File: src/rtl/noc_router_arb_mux_pkg.sv
// Shared NoC arbitration helpers: one-hot decode and circular first-one search.
package noc_router_arb_mux_pkg;

  localparam int MAX_INPUTS = 32;

  typedef enum logic {
    ST_IDLE   = 1'b0,
    ST_LOCKED = 1'b1
  } arb_state_t;

  function automatic int onehot_to_idx(input logic [MAX_INPUTS-1:0] oh);
    int idx;
    idx = 0;
    for (int i = 0; i < MAX_INPUTS; i++) begin
      if (oh[i]) idx = idx | i;
    end
    return idx;
  endfunction

  // First set bit of req at or after index ptr, wrapping at n; one-hot result.
  function automatic logic [MAX_INPUTS-1:0] rr_first(input logic [MAX_INPUTS-1:0] req,
                                                     input int ptr, input int n);
    logic [MAX_INPUTS-1:0] g;
    logic [MAX_INPUTS-1:0] tmp;
    logic                  found;
    int                    j;
    g     = '0;
    found = 1'b0;
    for (int i = 0; i < MAX_INPUTS; i++) begin
      if (!found && i < n) begin
        j = ptr + i;
        if (j >= n) j = j - n;
        tmp = req >> j;
        if (tmp[0]) begin
          g     = MAX_INPUTS'(1) << j;
          found = 1'b1;
        end
      end
    end
    return g;
  endfunction

endpackage

File: src/rtl/noc_router_arb_mux_arb_rr.sv
// Round-robin select with a registered one-hot priority pointer.
module noc_router_arb_rr
  import noc_router_arb_mux_pkg::*;
#(
  parameter int INPUTS = 2
) (
  input  logic              clk,
  input  logic              rst_n,
  input  logic [INPUTS-1:0] req,
  input  logic              adv,
  input  logic [INPUTS-1:0] adv_oh,
  output logic [INPUTS-1:0] grant,
  output logic [INPUTS-1:0] ptr
);

  int ptr_idx;

  always_comb begin
    ptr_idx = onehot_to_idx(MAX_INPUTS'(ptr));
    grant   = INPUTS'(rr_first(MAX_INPUTS'(req), ptr_idx, INPUTS));
  end

  // Rotating the served one-hot left gives (g+1) mod INPUTS for any INPUTS.
  always_ff @(posedge clk or posedge rst_n) begin
    if (rst_n) begin
      ptr <= INPUTS'(1);
    end else if (adv) begin
      ptr <= {adv_oh[INPUTS-2:0], adv_oh[INPUTS-1]};
    end
  end

endmodule

File: src/rtl/noc_router_arb_mux.sv
// Output merge stage: worm-locked round-robin arbitration feeding a one-entry register slice.
module noc_router_arb_mux
  import noc_router_arb_mux_pkg::*;
#(
  parameter int FLIT_WIDTH = 32,
  parameter int INPUTS     = 2
) (
  input  logic                         clk,
  input  logic                         rst_n,
  input  logic [INPUTS*FLIT_WIDTH-1:0] in_flit,
  input  logic [INPUTS-1:0]            in_last,
  input  logic [INPUTS-1:0]            in_valid,
  output logic [INPUTS-1:0]            in_ready,
  output logic [FLIT_WIDTH-1:0]        out_flit,
  output logic                         out_last,
  output logic                         out_valid,
  input  logic                         out_ready
);

  // Handshake: a flit moves on input i when in_valid[i] && in_ready[i]; on the
  // output when out_valid && out_ready. in_ready never looks at flit contents.

  arb_state_t              state;
  logic [INPUTS-1:0]       lock;
  logic [INPUTS-1:0]       grant;
  logic [INPUTS-1:0]       ptr;
  logic [INPUTS-1:0]       sel;
  logic [FLIT_WIDTH-1:0]   sel_flit;
  logic                    sel_last;
  logic                    accept;
  logic                    xfer;
  logic                    adv;

  noc_router_arb_rr #(.INPUTS(INPUTS)) u_rr (
    .clk    (clk),
    .rst_n  (rst_n),
    .req    (in_valid),
    .adv    (adv),
    .adv_oh (sel),
    .grant  (grant),
    .ptr    (ptr)
  );

  always_comb begin
    accept   = !out_valid || out_ready;
    sel      = (state == ST_LOCKED) ? lock : grant;
    in_ready = rst_n ? '0 : (sel & {INPUTS{accept}});
    xfer     = |(in_valid & in_ready);
    sel_last = |(in_last & sel);
    adv      = xfer && sel_last;
    sel_flit = '0;
    for (int i = 0; i < INPUTS; i++) begin
      sel_flit = sel_flit | (in_flit[i*FLIT_WIDTH +: FLIT_WIDTH] & {FLIT_WIDTH{sel[i]}});
    end
  end

  always_ff @(posedge clk or posedge rst_n) begin
    if (rst_n) begin
      state     <= ST_IDLE;
      lock      <= '0;
      out_valid <= 1'b0;
      out_flit  <= '0;
      out_last  <= 1'b0;
    end else begin
      if (xfer) begin
        case (state)
          ST_IDLE: begin
            if (!sel_last) begin
              state <= ST_LOCKED;
              lock  <= sel;
            end
          end
          ST_LOCKED: begin
            if (sel_last) begin
              state <= ST_IDLE;
              lock  <= '0;
            end
          end
          default: state <= ST_IDLE;
        endcase
      end
      if (accept) out_valid <= xfer;
      if (xfer) begin
        out_flit <= sel_flit;
        out_last <= sel_last;
      end
    end
  end

endmodule

File: config.mk
export PLATFORM = sky130hd
export DESIGN_NAME = noc_router_arb_mux
export DESIGN_NICKNAME = d
export VERILOG_FILES = /design/src/rtl/noc_router_arb_mux_pkg.sv /design/src/rtl/noc_router_arb_mux_arb_rr.sv /design/src/rtl/noc_router_arb_mux.sv
export SDC_FILE = /design/constraint.sdc
export NUM_CORES = 1
export LEC_CHECK = 0
export BUFFER_PORTS_ARGS = -buffer_cell sky130_fd_sc_hd__buf_2
export CAP_MARGIN = 20
export CORE_UTILIZATION = 50
export CTS_BUF_LIST = sky130_fd_sc_hd__clkbuf_8
export CTS_CLUSTER_SIZE = 20
export DETAILED_ROUTE_END_ITERATION = 8
export GPL_ROUTABILITY_DRIVEN = 1
export GPL_TIMING_DRIVEN = 0
export PLACE_DENSITY = 0.86
export SYNTH_ARGS = -nofsm -noshare
export SYNTH_HDL_FRONTEND = slang
export SYNTH_SLANG_ARGS = --single-unit
File: constraint.sdc
create_clock -name clk -period 3.06 [get_ports clk]
set_input_delay 0.306 -clock clk [delete_from_list [all_inputs] [get_ports clk]]
set_output_delay 0.306 -clock clk [all_outputs]
set_load 0.01 [all_outputs]
==> impl_summary.log <==
[metrics] hpwl dp: 3680 um
[metrics] initial antenna violation count: 0
[metrics] final setup vio count: 0
[metrics] count of standard-cell rows: 22
[metrics] Detailed Route Iter0 Violations: 97
[metrics] first-pass GRT wire length: 8070 um
[metrics] Seq/Total Area, Yosys: 46.3%
[metrics] worst setup slack after placement: 1.23 ns
[metrics] # diodes: 0
[metrics] Die Span Y: 66.1 um
[metrics] Reg-to-Reg Start: state
[metrics] unique cell type count in the Yosys netlist: 24
[metrics] cell chosen for the clock root: sky130_fd_sc_hd__clkbuf_8
[metrics] Worst Reg2Reg Path Length in Cells: 7
[metrics] max_cap viols: 0
[metrics] clk_lat worst skew: 0.29 ns
[metrics] synthesized area: 2050 um^2
[metrics] clock period minus worst slack: 2.15 ns
[metrics] total gr overflow: 0
[metrics] number of iterations in the first detailed-routing pass: 4
[metrics] setup repair after global routing missed its margin: false
[metrics] synthesized netlist cell count: 190
[metrics] transition time at the pin with the least slew margin: 0.806 ns
[metrics] sum of negative setup slack: 0 ns
[metrics] Critical Path AT: 1.84 ns
[metrics] die width: 66.1 um
[metrics] minimum setup slack among reg-to-reg paths: 1.34 ns
[metrics] final critical-path setup slack: 0.914 ns
[metrics] Tcrit/Tclk final: 70.1%
[metrics] area of the core: 3800 um^2
[metrics] hold violation total from the final report: 0
[metrics] most common cell after layout, fill and taps aside: sky130_fd_sc_hd__buf_2
[metrics] ratio of cells with drive above 1 in the final layout: 53.9%
[metrics] Post-Layout Inst Area: 2740 um^2
[metrics] CTS tree: done
[metrics] maximum clock frequency: 466 MHz
[metrics] Critical Path Sink Type: primary output
[metrics] post-synthesis area per instance: 10.8 um^2
[metrics] Layout Area Growth over Synthesis: 33.4%
[metrics] Synth Register Bits: 38
[metrics] vias in the first global route: 1806
[metrics] drt drc: 0
[metrics] Via-to-Cell Ratio: 5.51
[metrics] worst rel slew slack: 46.2%
[metrics] clock transition at the registers of the reported paths: 0.08 ns
[metrics] CP Launch Point: state
[metrics] outcome: finished clean
[metrics] worst setup path class: flop to primary output
[metrics] Net Count, Synth: 261
[metrics] starting utilization of the core area: 54.0%
[metrics] peak supply drop: 0.000752 V
[metrics] maximum number of pins on one net before global-route repair: 41
[metrics] required time of the critical path: 2.75 ns
[metrics] number of sinks handled by clock tree synthesis: 38
[metrics] cell area power density: 978 nW/um^2
[metrics] Leakage Power: 1.38 nW
[metrics] clock skew after layout: 0.00840 ns
[metrics] number of buffers added by the clock tree synthesis step: 5
[metrics] ANT nets after route: 0
[metrics] Final Slew Violations: 0
[metrics] Yosys Warn Count: 0
[metrics] area after detailed placement: 2640 um^2
[metrics] buffer count from post-CTS setup fixing: 0
[metrics] level count of the clock H-tree: 2
[metrics] Post-CTS Hold Fix Bufs: 0
[metrics] final core utilization: 72.1%
[metrics] commonest cells after routing, fill and taps aside: sky130_fd_sc_hd__buf_2 (107), sky130_fd_sc_hd__nor2_1 (67), sky130_fd_sc_hd__dfrtp_1 (38), sky130_fd_sc_hd__a221oi_2 (30), sky130_fd_sc_hd__buf_4 (10)
[metrics] aggregate routed wire length: 5070 um
[metrics] category of the worst setup path launch point: flop
[metrics] number of nets in the layout: 374
[metrics] maximum number of buffers from clock root to sink: 2
[metrics] area enclosed by the die boundary: 4360 um^2
[metrics] post-CTS resize count: 0
[metrics] top-level I/O count: 107
[metrics] final weighted congestion of routability-driven global placement: 0.776
[metrics] path category of the worst min-delay check: input pin to asynchronous set/reset pin
[metrics] average wire length per cell after detail routing: 14.4 um
[metrics] IO buf count: 106
[metrics] crit path max fanout: 10
[metrics] aggregate global-route resource usage: 24.9%
[metrics] total via count in the routed design: 1940
==> logic make-up after synthesis <==
logic type	after synthesis	share of synthesized area, %
buffers and inverters	19	7.38
and+or+nand+nor	85	16.9
AOI/OAI and AO/OA	48	29.4
DFF	38	46.3
==> cell type report <==
cell class,instances,area [um^2]
fillers,274,1060
flip-flops and latches,38,951
multi-input cells,133,950
repair buffers,106,531
plain buffers,17,144
clock buffers,6,82.6
well taps,48,60.1
clock inverters,2,12.5
inverters,2,7.51
==> synth_stat cells (all sizes together) <==
cell type | n | area, um^2
a21oi | 3 | 15.0
clkbuf | 1 | 7.51
nand2b | 1 | 8.76
nand4 | 1 | 6.26
a221oi | 34 | 485
nor2 | 67 | 251
a21o | 1 | 7.51
a22o | 4 | 35.0
and3 | 3 | 18.8
o21bai | 1 | 18.8
buf | 16 | 136
o211ai | 1 | 7.51
nand3b | 1 | 7.51
dfrtp | 38 | 951
inv | 2 | 7.51
a221o | 1 | 10.0
a22oi | 2 | 15.0
nand3 | 3 | 15.0
nor2b | 2 | 12.5
nand2 | 7 | 26.3
o2bb2ai | 1 | 8.76
==> critical path, cell delays in order (launching register included) <==
cell and delay, ns:
sky130_fd_sc_hd__dfrtp_1 0.38, sky130_fd_sc_hd__buf_6 0.14, sky130_fd_sc_hd__nor2b_1 0.17, sky130_fd_sc_hd__a22o_1 0.16, sky130_fd_sc_hd__buf_4 0.17, sky130_fd_sc_hd__buf_4 0.22, sky130_fd_sc_hd__and3_1 0.18, sky130_fd_sc_hd__buf_2 0.13
==> registers in the layout, indices dropped and copies added, names as in the netlist <==
signal	cells
state	1
u_rr.ptr	1
out_last	1
out_valid	1
out_flit	32
lock	2
==> final timing paths <==
check,endpoint
max in group asynchronous,out_flit[27]
setup / recovery,in_ready[0]
setup reg to reg,out_flit[12]
min in group clk,out_flit[13]
hold reg to reg,out_flit[22]
hold / removal,out_flit[17]
==> per-layer routing <==
metal / up-vias / wire length [um] / share of wire [%] / global-route usage [%]
li1: 923 / - / - / -
met1: 922 / 2150 / 42 / 29.9
met2: 90 / 2430 / 48 / 42.5
met3: 5 / 461 / 9.1 / 8.45
met4: 0 / 37 / 0.73 / 6.65
met5: - / 0 / 0 / 0
==> per-stage QoR <==
step	std cells	power, mW	hold WS (ns)
6_report	352	2.68	0.193
5_1_grt	352	2.87	0.254
4_1_cts	352	2.69	0.211
3_5_place_dp	344	2.33	0.494
3_3_place_gp	344	2.27	0.480
2_1_floorplan	190	1.85	0.449
==> where the power goes <==
group          internal, mW  switching (mW)
Combinational         0.612           0.808
Sequential            0.761           0.134
Clock                 0.181           0.180
Total                  1.55            1.12
No activity file was read; power rests on OpenSTA's default activity.
